`src/rtl/input_conditioner_pkg.sv`:
```
// Shared definitions for the input conditioner: edge-mode encoding used to
// build per-channel interrupt masks, and a constant-foldable clog2.
package input_conditioner_pkg;

    // Which debounced edges of a channel set its pending bit.
    // Bit 0 selects the rising edge, bit 1 the falling edge.
    typedef enum logic [1:0] {
        EDGE_NONE = 2'b00,
        EDGE_RISE = 2'b01,
        EDGE_FALL = 2'b10,
        EDGE_BOTH = 2'b11
    } edge_mode_e;

    localparam int unsigned SYNC_STAGES_MIN = 2;
    localparam int unsigned SYNC_STAGES_MAX = 4;

    // Ceiling log2, usable in parameter expressions; clog2(1) = 0.
    function automatic int unsigned clog2(input int unsigned value);
        int unsigned result;
        result = 0;
        for (int unsigned p = 1; p < value; p = p << 1) begin
            result = result + 1;
        end
        return result;
    endfunction

    // Combine one bit of each mask into the channel's edge mode.
    function automatic edge_mode_e channel_mode(input logic rise_sel, input logic fall_sel);
        return edge_mode_e'({fall_sel, rise_sel});
    endfunction

    function automatic logic mode_has_rise(input edge_mode_e mode);
        return (mode == EDGE_RISE) || (mode == EDGE_BOTH);
    endfunction

    function automatic logic mode_has_fall(input edge_mode_e mode);
        return (mode == EDGE_FALL) || (mode == EDGE_BOTH);
    endfunction

endpackage

```
`src/rtl/input_conditioner_ch.sv`:
```
// Single conditioner channel: polarity fix, synchroniser chain, counter
// debouncer and registered one-cycle rise/fall pulses.
module input_conditioner_ch
    import input_conditioner_pkg::*;
#(
    parameter int unsigned SYNC_STAGES     = 2,
    parameter int unsigned DEBOUNCE_CYCLES = 16,
    parameter logic        INVERT          = 1'b0
) (
    input  logic clk,
    input  logic reset,
    input  logic din,
    output logic level,
    output logic rise,
    output logic fall
);

    localparam int unsigned          CNT_W    = clog2(DEBOUNCE_CYCLES + 1);
    localparam logic [CNT_W-1:0]     CNT_LAST = CNT_W'(DEBOUNCE_CYCLES - 1);

    logic                   pol;
    logic                   synced;
    logic [SYNC_STAGES-1:0] sync_q, sync_d;
    logic [CNT_W-1:0]       cnt_q, cnt_d;
    logic                   level_q, level_d;
    logic                   rise_q, rise_d;
    logic                   fall_q, fall_d;

    // Polarity is fixed ahead of the first flop so an idle active-low pin
    // enters the chain as 0 and never produces a spurious edge after reset.
    assign pol    = din ^ INVERT;
    assign synced = sync_q[SYNC_STAGES-1];

    // Plain shift chain, nothing between stages.
    always_comb begin
        sync_d = {sync_q[SYNC_STAGES-2:0], pol};
    end

    // Debounce: count consecutive cycles the synced value differs from the
    // accepted level; accept on the last count and emit the matching pulse.
    always_comb begin
        cnt_d   = cnt_q;
        level_d = level_q;
        rise_d  = 1'b0;
        fall_d  = 1'b0;
        if (synced == level_q) begin
            cnt_d = '0;
        end else if (cnt_q == CNT_LAST) begin
            cnt_d   = '0;
            level_d = synced;
            rise_d  = synced;
            fall_d  = ~synced;
        end else begin
            cnt_d = cnt_q + CNT_W'(1);
        end
    end

    // Channel state with asynchronous clear, so a mid-debounce reset
    // drops the count and level immediately.
    always_ff @(posedge clk or posedge reset) begin
        if (reset) begin
            sync_q  <= '0;
            cnt_q   <= '0;
            level_q <= 1'b0;
            rise_q  <= 1'b0;
            fall_q  <= 1'b0;
        end else begin
            sync_q  <= sync_d;
            cnt_q   <= cnt_d;
            level_q <= level_d;
            rise_q  <= rise_d;
            fall_q  <= fall_d;
        end
    end

    assign level = level_q;
    assign rise  = rise_q;
    assign fall  = fall_q;

endmodule

```
`src/rtl/input_conditioner.sv`:
```
// Multi-channel input conditioner: per-channel debounced levels and edge
// pulses, sticky interrupt-pending bits and a combined interrupt request.
module input_conditioner
    import input_conditioner_pkg::*;
#(
    parameter int unsigned      WIDTH           = 8,
    parameter int unsigned      SYNC_STAGES     = 2,
    parameter int unsigned      DEBOUNCE_CYCLES = 16,
    parameter logic [WIDTH-1:0] ACTIVE_LOW_MASK = '0,
    parameter logic [WIDTH-1:0] RISE_MASK       = '1,
    parameter logic [WIDTH-1:0] FALL_MASK       = '0
) (
    input  logic             clk,
    input  logic             reset,
    input  logic [WIDTH-1:0] din,
    input  logic [WIDTH-1:0] irq_en,
    input  logic [WIDTH-1:0] pend_clr,
    output logic [WIDTH-1:0] level,
    output logic [WIDTH-1:0] rise,
    output logic [WIDTH-1:0] fall,
    output logic [WIDTH-1:0] pend,
    output logic             irq
);

    logic [WIDTH-1:0] pend_set;
    logic [WIDTH-1:0] pend_q, pend_d;

    for (genvar i = 0; i < WIDTH; i++) begin : g_ch
        localparam edge_mode_e MODE = channel_mode(RISE_MASK[i], FALL_MASK[i]);

        input_conditioner_ch #(
            .SYNC_STAGES     (SYNC_STAGES),
            .DEBOUNCE_CYCLES (DEBOUNCE_CYCLES),
            .INVERT          (ACTIVE_LOW_MASK[i])
        ) u_ch (
            .clk   (clk),
            .reset (reset),
            .din   (din[i]),
            .level (level[i]),
            .rise  (rise[i]),
            .fall  (fall[i])
        );

        assign pend_set[i] = (rise[i] & mode_has_rise(MODE))
                           | (fall[i] & mode_has_fall(MODE));
    end

    // Set has priority over a same-cycle clear so no event is dropped.
    always_comb begin
        pend_d = (pend_q & ~pend_clr) | pend_set;
    end

    // Sticky pending bits, recorded regardless of irq_en.
    always_ff @(posedge clk or posedge reset) begin
        if (reset) begin
            pend_q <= '0;
        end else begin
            pend_q <= pend_d;
        end
    end

    assign pend = pend_q;
    assign irq  = |(pend_q & irq_en);

endmodule

```
`config.mk`:
```
export PLATFORM = sky130hd
export DESIGN_NAME = input_conditioner
export DESIGN_NICKNAME = d
export VERILOG_FILES = /design/src/rtl/input_conditioner_pkg.sv /design/src/rtl/input_conditioner_ch.sv /design/src/rtl/input_conditioner.sv
export SDC_FILE = /design/constraint.sdc
export NUM_CORES = 1
export LEC_CHECK = 0
export ABC_AREA = 1
export BUFFER_PORTS_ARGS = -buffer_cell sky130_fd_sc_hd__buf_4
export CAP_MARGIN = 30
export CORE_UTILIZATION = 45
export CTS_CLUSTER_SIZE = 16
export DETAILED_ROUTE_END_ITERATION = 6
export PLACE_DENSITY_LB_ADDON = 0.12
export SYNTH_ARGS = -nofsm -noshare
export SYNTH_HDL_FRONTEND = slang
export SYNTH_SLANG_ARGS = --single-unit
```
`constraint.sdc`:
```
create_clock -name clk -period 3.2 [get_ports clk]
set_input_delay 0.64 -clock clk [delete_from_list [all_inputs] [get_ports clk]]
set_output_delay 0.64 -clock clk [all_outputs]
set_load 0.01 [all_outputs]
```
==> impl_results.md, run 1 <==
* Status: finished clean
* CTS max path bufs at 2
* Most frequent cells in the layout: dfrtp_1, nand2_1, nor2_1, buf_4, inv_1
* Syn Nets at 416
* Peak supply drop at ~0.21 mV
* Gate Count Post-Synth at between 300 and 400
* CTS buffer count at 9
* Seq cells post-synth at ~90
* FF-to-FF Start: g_ch[1].u_ch.cnt_q[0]$_DFF_PP0_
* DR DRC count at 0
* Inst Count DP at slightly above 500
* Crit path max-delay family: flip-flops
* Critical path type: flop to output port
* Root buf cell: clkbuf_8
* RSZ-0062 raised after global routing: false
* Initial antenna violation count at 0
* Crit path capture type: output port
* Routability Congestion at roughly 0.75
* Htree depth at 3
* Most Frequent Cell on Critical Path: nand2_1
* Initial Utilization at between 40 and 50%
* Vias per inst at approximately 4.5
* Mux cell area share after synthesis at 0%
* Total Power at ~2 mW
* Pre-CTS WS at 1370 ps
* Row count at 32
* Worst-Skew Late Latency at between 300 and 400 ps
* Static Leak at approximately 2.3 nW
* Power per cell area at ~470 mW/mm^2
* Max Freq at 546 MHz
* Mean Syn Cell Area at slightly below 10 sq um
* Critical path buffer and inverter count at 1
* Setup TNS at 0 ps
* Commonest non-fill, non-tap cell in the layout: dfrtp_1
* Endpoints failing hold at 0
* Final setup fails at 0
* Slew margin rel. at between 50% and 60%
* GR Util All Layers at 14.9%
* Final worst-path cycle share at 57.2%
* Die Wd at slightly above 90 um
* Final ANT Viol Nets at 0
* Diode count at 0
* Clock share of power at between 30% and 40%
* Compound-Gate Fraction of Synth Area at approximately 1.6%
* Adder-cell share of the synthesized area at 2.73%
* Post-Route WL at roughly 5700 um
* Post-synth cell types at 14
* Xor and xnor area share after synthesis at about 1.9%
* Gr ovfl total at 0
* Net Sw Frac at between 20% and 30%
* Skew final at about 11 ps
* Synth warn at 0
* CTS tree: built
* Layout Utilization at between 50% and 60%
* Boundary Pins at 59
* Critical Path Fanout Max at 3
* Die Span Y at 92.3 um
* Initial DRC Count at 108
* Worst slew pin tran at about 650 ps
* Layout Area Growth over Synthesis at 16.2%
* Die Area at ~0.0085 sq mm
* Int Pwr at 1.51 mW
* CP max stage cell: dfrtp_1
* Routed vias at between 2000 and 2500
* Worst-path cell chain: nand2_1 > and3_1 > nand2_1 > buf_4
* HPWL Detailed at between 4000 and 5000 um
* CTS Hold Bufs at 0
* Postcts setup bufs at 0
* Maxcap violations at 0
* CP required at roughly 2600 ps
* First-pass DRT Iterations at 4
* Vias in the first global route at ~2300
* Final min period at ~1800 ps
* Instance count on the critical path at 4
* Max incr delay on CP at ~400 ps
* Count of port buffers added during placement at 58
* Final Max Slew Viols at 0
* Post-synthesis simple-gate area fraction at between 20% and 30%
* Routed len/inst at roughly 11 um
* R2R cell count at 4
* P_sw at 0.495 mW
* # resized after CTS at 0
* Final WS setup at between 1000 and 1500 ps
* Mapped Area at 0.00367 sq mm
* Main combinational cell family by area after synthesis: simple AND/OR/NAND/NOR gates
* Nets at 462
* Core area at a little under 0.008 sq mm
* Non-filler cells, final at roughly 540
* CP arrival at ~1200 ps
* Sequential share of power at between 50% and 60%
* Worst Setup SP: pend[3]$_DFF_PP0_
* Seq/Total Area, Yosys at between 60% and 70%
* Hold crit path type: input pin to async pin
* Largest net degree at the start of global routing at 51
* First-pass GRT wire length at slightly below 10000 um
* Clock sinks at 88
* Layout cells sized above 1 at between 20% and 30%
* Comb pwr share at approximately 5.7%
* Clock slew at reported path FFs at 90 ps
* CP startpoint kind: flop
[final timing paths]
path / end / slack [ps]
worst max-delay path: irq / 1370
worst min-delay path: g_ch[2].u_ch.sync_q[0]$_DFF_PP0_ / 350
worst max register to register: g_ch[1].u_ch.cnt_q[1]$_DFF_PP0_ / 2100
worst min register to register: g_ch[1].u_ch.sync_q[1]$_DFF_PP0_ / 350
max in group asynchronous: g_ch[6].u_ch.cnt_q[3]$_DFF_PP0_ / 2180
min in group clk: g_ch[1].u_ch.sync_q[1]$_DFF_PP0_ / 350
[state kept, by name (all words and copies together) (netlist names)]
| name | cells |
|---|---|
| g_ch.u_ch.cnt_q | 40 |
| g_ch.u_ch.fall | 8 |
| g_ch.u_ch.level | 8 |
| g_ch.u_ch.rise | 8 |
| g_ch.u_ch.sync_q | 16 |
| pend | 8 |
[per-layer routing]
metal / GRT usage, % / up-vias / part of all wire, %
li1: - / 1241 / -
met1: 19.0 / 1106 / 48
met2: 24.5 / 56 / 46
met3: 2.90 / 6 / 4.8
met4: 7.03 / 0 / 1.2
met5: 0 / - / 0
[power by group through the flow]
stage               Combinational, mW  Clock (mW)  Sequential [mW]
finish                          0.114       0.714             1.18
global route                    0.134       0.782             1.18
CTS                             0.118       0.743             1.18
detailed placement              0.117           0             1.20
global placement                0.115           0             1.20
floorplan                      0.0747           0             1.19
[kinds of logic after synthesis]
group / count (synthesis)
XOR/XNOR: 8
AND/OR/NAND/NOR: 189
adder cells (fa/ha/maj): 8
buffers and inverters: 81
flip-flops: 88
AO/OA/AOI/OAI: 8
[area by class of cell]
type                       instances  area (sq um)
clock buffer                      10           138
clock inverter                     6          51.3
fill                             691          3550
inverter                          57           215
multi-input combinational        213          1070
sequential                        88          2200
tap                              102           128
timing repair buffer              59           455
[synth_stat cells]
cell type	count	area (sq um)
nor2_1	65	244
nand3_1	17	85.1
xnor2_1	8	70.1
nand4_1	8	50.1
inv_1	56	210
o21bai_1	8	60.1
and3_1	1	6.26
nand2_2	7	43.8
buf_4	24	180
inv_2	1	3.75
dfrtp_1	88	2200
nand4_2	8	100
nand2_1	83	312
ha_1	8	100
[per-stage QoR]
stage	area [sq um]	hold WS, ps
after floorplan	3670	331
after global placement	4070	333
after detailed placement	4070	335
after CTS	4260	355
after global routing	4260	358
final	4260	349
Power figures use the tool's default switching activity.
==> run 2, diff against run 1 <==
clock period = 1.66 ns   (was 3.2 ns; I/O delays follow)
==> run 2 against run 1 <==
Net effect:
- flip-flop and latch count unchanged
- register-to-register slack worse by 1600 ps
- utilization grew 0.40 points
- final cell count up 0.19%
- critical path depth up 1
- clock skew shrank 0.86 ps
- worst hold slack worse by 290 ps
- sequential power up 92%
- global-route usage grew 0.39 points
- power is 99% higher
- non-clock buffer count up 1
==> impl_results.md, run 2 (synthesis gave the netlist of run 1 again) <==
* Status: finished clean
* Initial antenna violation count at 0 (unchanged)
* Clock sinks at 88 (unchanged)
* CP required at 1330 ps (-1230 ps)
* Routed vias at 2426 (+0.71%)
* GR Util All Layers at 15.3% (+0.39 points)
* Power per cell area at 929 mW/mm^2 (+97%)
* Critical Path Fanout Max at 3 (unchanged)
* Endpoints failing hold at 0 (unchanged)
* Skew final at 10.2 ps (-0.859 ps)
* Commonest non-fill, non-tap cell in the layout: dfrtp_1
* Htree depth at 3 (unchanged)
* FF-to-FF Start: g_ch[0].u_ch.cnt_q[0]$_DFF_PP0_
* Core area at 0.00781 sq mm (unchanged)
* Slew margin rel. at 75.6% (+19 points)
* Routed len/inst at 10.8 um (+2.3%)
* Hold crit path type: input pin to async pin
* Critical Path End: irq
* CTS max path bufs at 2 (unchanged)
* Worst-Skew Late Latency at 350 ps (about the same)
* Final setup fails at 0 (unchanged)
* Initial DRC Count at 126 (+17%)
* Largest register FFs at 40 (unchanged)
* Setup TNS at 0 ps (unchanged)
* Peak supply drop at 0.781 mV (+270%)
* CTS buffer count at 9 (unchanged)
* Diode count at 0 (unchanged)
* Boundary Pins at 59 (unchanged)
* Routability Congestion at 0.779 (+3.5%)
* Max Freq at approximately 640 MHz
* Worst flop-to-flop path endpoint: g_ch[0].u_ch.cnt_q[0]$_DFF_PP0_
* Postcts setup bufs at 0 (unchanged)
* Die Wd at 92.3 um (unchanged)
* CP arrival at 1230 ps (+40 ps)
* Maxcap violations at 0 (unchanged)
* Row count at 32 (unchanged)
* Die Area at 0.00851 sq mm (unchanged)
* Nets at 463 (+0.22%)
* Vias in the first global route at 2336 (+1.4%)
* Final WS setup at 101 ps (-1270 ps)
* Worst slew pin tran at 366 ps (-283 ps)
* Layout Area Growth over Synthesis at 17.0%
* Count of port buffers added during placement at 58 (unchanged)
* Fill count at 714 (+3.3%)
* Final min period at ~1600 ps
* Final worst-path cycle share at a little over nine tenths
* Layout cells sized above 1 at 21.4% (+0.18 points)
* Final ANT Viol Nets at 0 (unchanged)
* CTS Hold Bufs at 0 (unchanged)
* Root buf cell: clkbuf_8
* Post-Route WL at 5800 um (+2.5%)
* Pre-CTS WS at 414 ps (-956 ps)
* Total Power at 3.99 mW (+99%)
* Flop2flop setup slack at 550 ps (-1550 ps)
* First-pass DRT Iterations at 4 (unchanged)
* Most flop-heavy register: g_ch.u_ch.cnt_q
* Vias per inst at 4.53 (+0.52%)
* RSZ-0062 raised after global routing: false
* Critical path type: flop to output port
* Die Span Y at 92.3 um (unchanged)
* Clock slew at reported path FFs at 80 ps (about the same)
* Largest regs: g_ch.u_ch.cnt_q (40), g_ch.u_ch.sync_q (16)
* Largest net degree at the start of global routing at 59 (+16%)
* Most frequent cells in the layout: dfrtp_1, nand2_1, nor2_1, buf_4, inv_1
* R2R cell count at 4 (unchanged)
* Static Leak at 2.35 nW (+0.15%)
* Initial Utilization at 47.0% (unchanged)
* Gr ovfl total at 0 (unchanged)
* Worst Setup SP: pend[6]$_DFF_PP0_
* CTS tree: built
* HPWL Detailed at 4170 um (-0.23%)
* Final Max Slew Viols at 0 (unchanged)
* First-pass GRT wire length at 10000 um (+0.77%)
* CP startpoint kind: flop
* DR DRC count at 0 (unchanged)
* Crit path capture type: output port
## run 2: cell count changes in the layout (fill, tap and decap cells not counted), sizes merged
cell,delta
buf,+1
bufinv,+1
clkbuf,+2
clkinv,-4
clkinvlp,+3
inv,-2
## run 2: through the flow
step | instance area, sq um | utilization, % | hold WS [ps] | instances
final | 4290 | 55.0 | 56.5 | 536
after global routing | 4290 | 55.0 | 48.5 | 536
after CTS | 4290 | 54.9 | 58.4 | 536
after detailed placement | 4080 | 52.3 | 335 | 520
after global placement | 4080 | 52.3 | 333 | 520
after floorplan | 3670 | - | 331 | 382
## run 2: layer usage
layer / vias up / wire length, um / global-route usage (%)
met5: - / 0 / 0
met4: 0 / 67 / 4.30
met3: 6 / 277 / 5.47
met2: 51 / 2790 / 25.9
met1: 1135 / 2670 / 18.4
li1: 1234 / - / -
## run 2: report_power, final
| part | internal, mW | switching (mW) |
|---|---|---|
| Combinational | 0.102 | 0.121 |
| Sequential | 2.21 | 0.0611 |
| Clock | 0.778 | 0.716 |
## run 2: repair_timing
action	in CTS	in global routing
endpoints found under the hold margin	0	0
setup endpoints to repair	0	1
resized for setup	0	1
## run 2: layout make-up
cell class / instances / area [sq um] / share of cell area [%]
clock buffers: 12 / 155 / 3.62
clock inverters: 4 / 52.6 / 1.22
inverters: 57 / 218 / 5.07
multi-input cells: 213 / 1070 / 25.0
flip-flops and latches: 88 / 2200 / 51.3
well taps: 102 / 128 / 2.97
repair buffers: 60 / 463 / 10.8
## run 2: worst max-delay path, cell delays in order, from the launching register on
cell and delay, ps:
dfrtp_1 410, nand2_1 70, nand3_1 90, nor2_2 110, nand2_1 70, buf_4 140
## run 2: how the worst min path moves through the flow
stage / startpoint / end / slack, ps / cells past startpoint
after floorplan: g_ch[0].u_ch.sync_q[0]$_DFF_PP0_ / g_ch[0].u_ch.sync_q[1]$_DFF_PP0_ / 330 / 0
after global placement: g_ch[3].u_ch.sync_q[0]$_DFF_PP0_ / g_ch[3].u_ch.sync_q[1]$_DFF_PP0_ / 330 / 0
final: reset / g_ch[2].u_ch.sync_q[0]$_DFF_PP0_ / 60 / 3
after global routing: din[6] / g_ch[6].u_ch.sync_q[0]$_DFF_PP0_ / 50 / 1
after CTS: din[6] / g_ch[6].u_ch.sync_q[0]$_DFF_PP0_ / 60 / 1
after detailed placement: g_ch[0].u_ch.sync_q[0]$_DFF_PP0_ / g_ch[0].u_ch.sync_q[1]$_DFF_PP0_ / 330 / 0
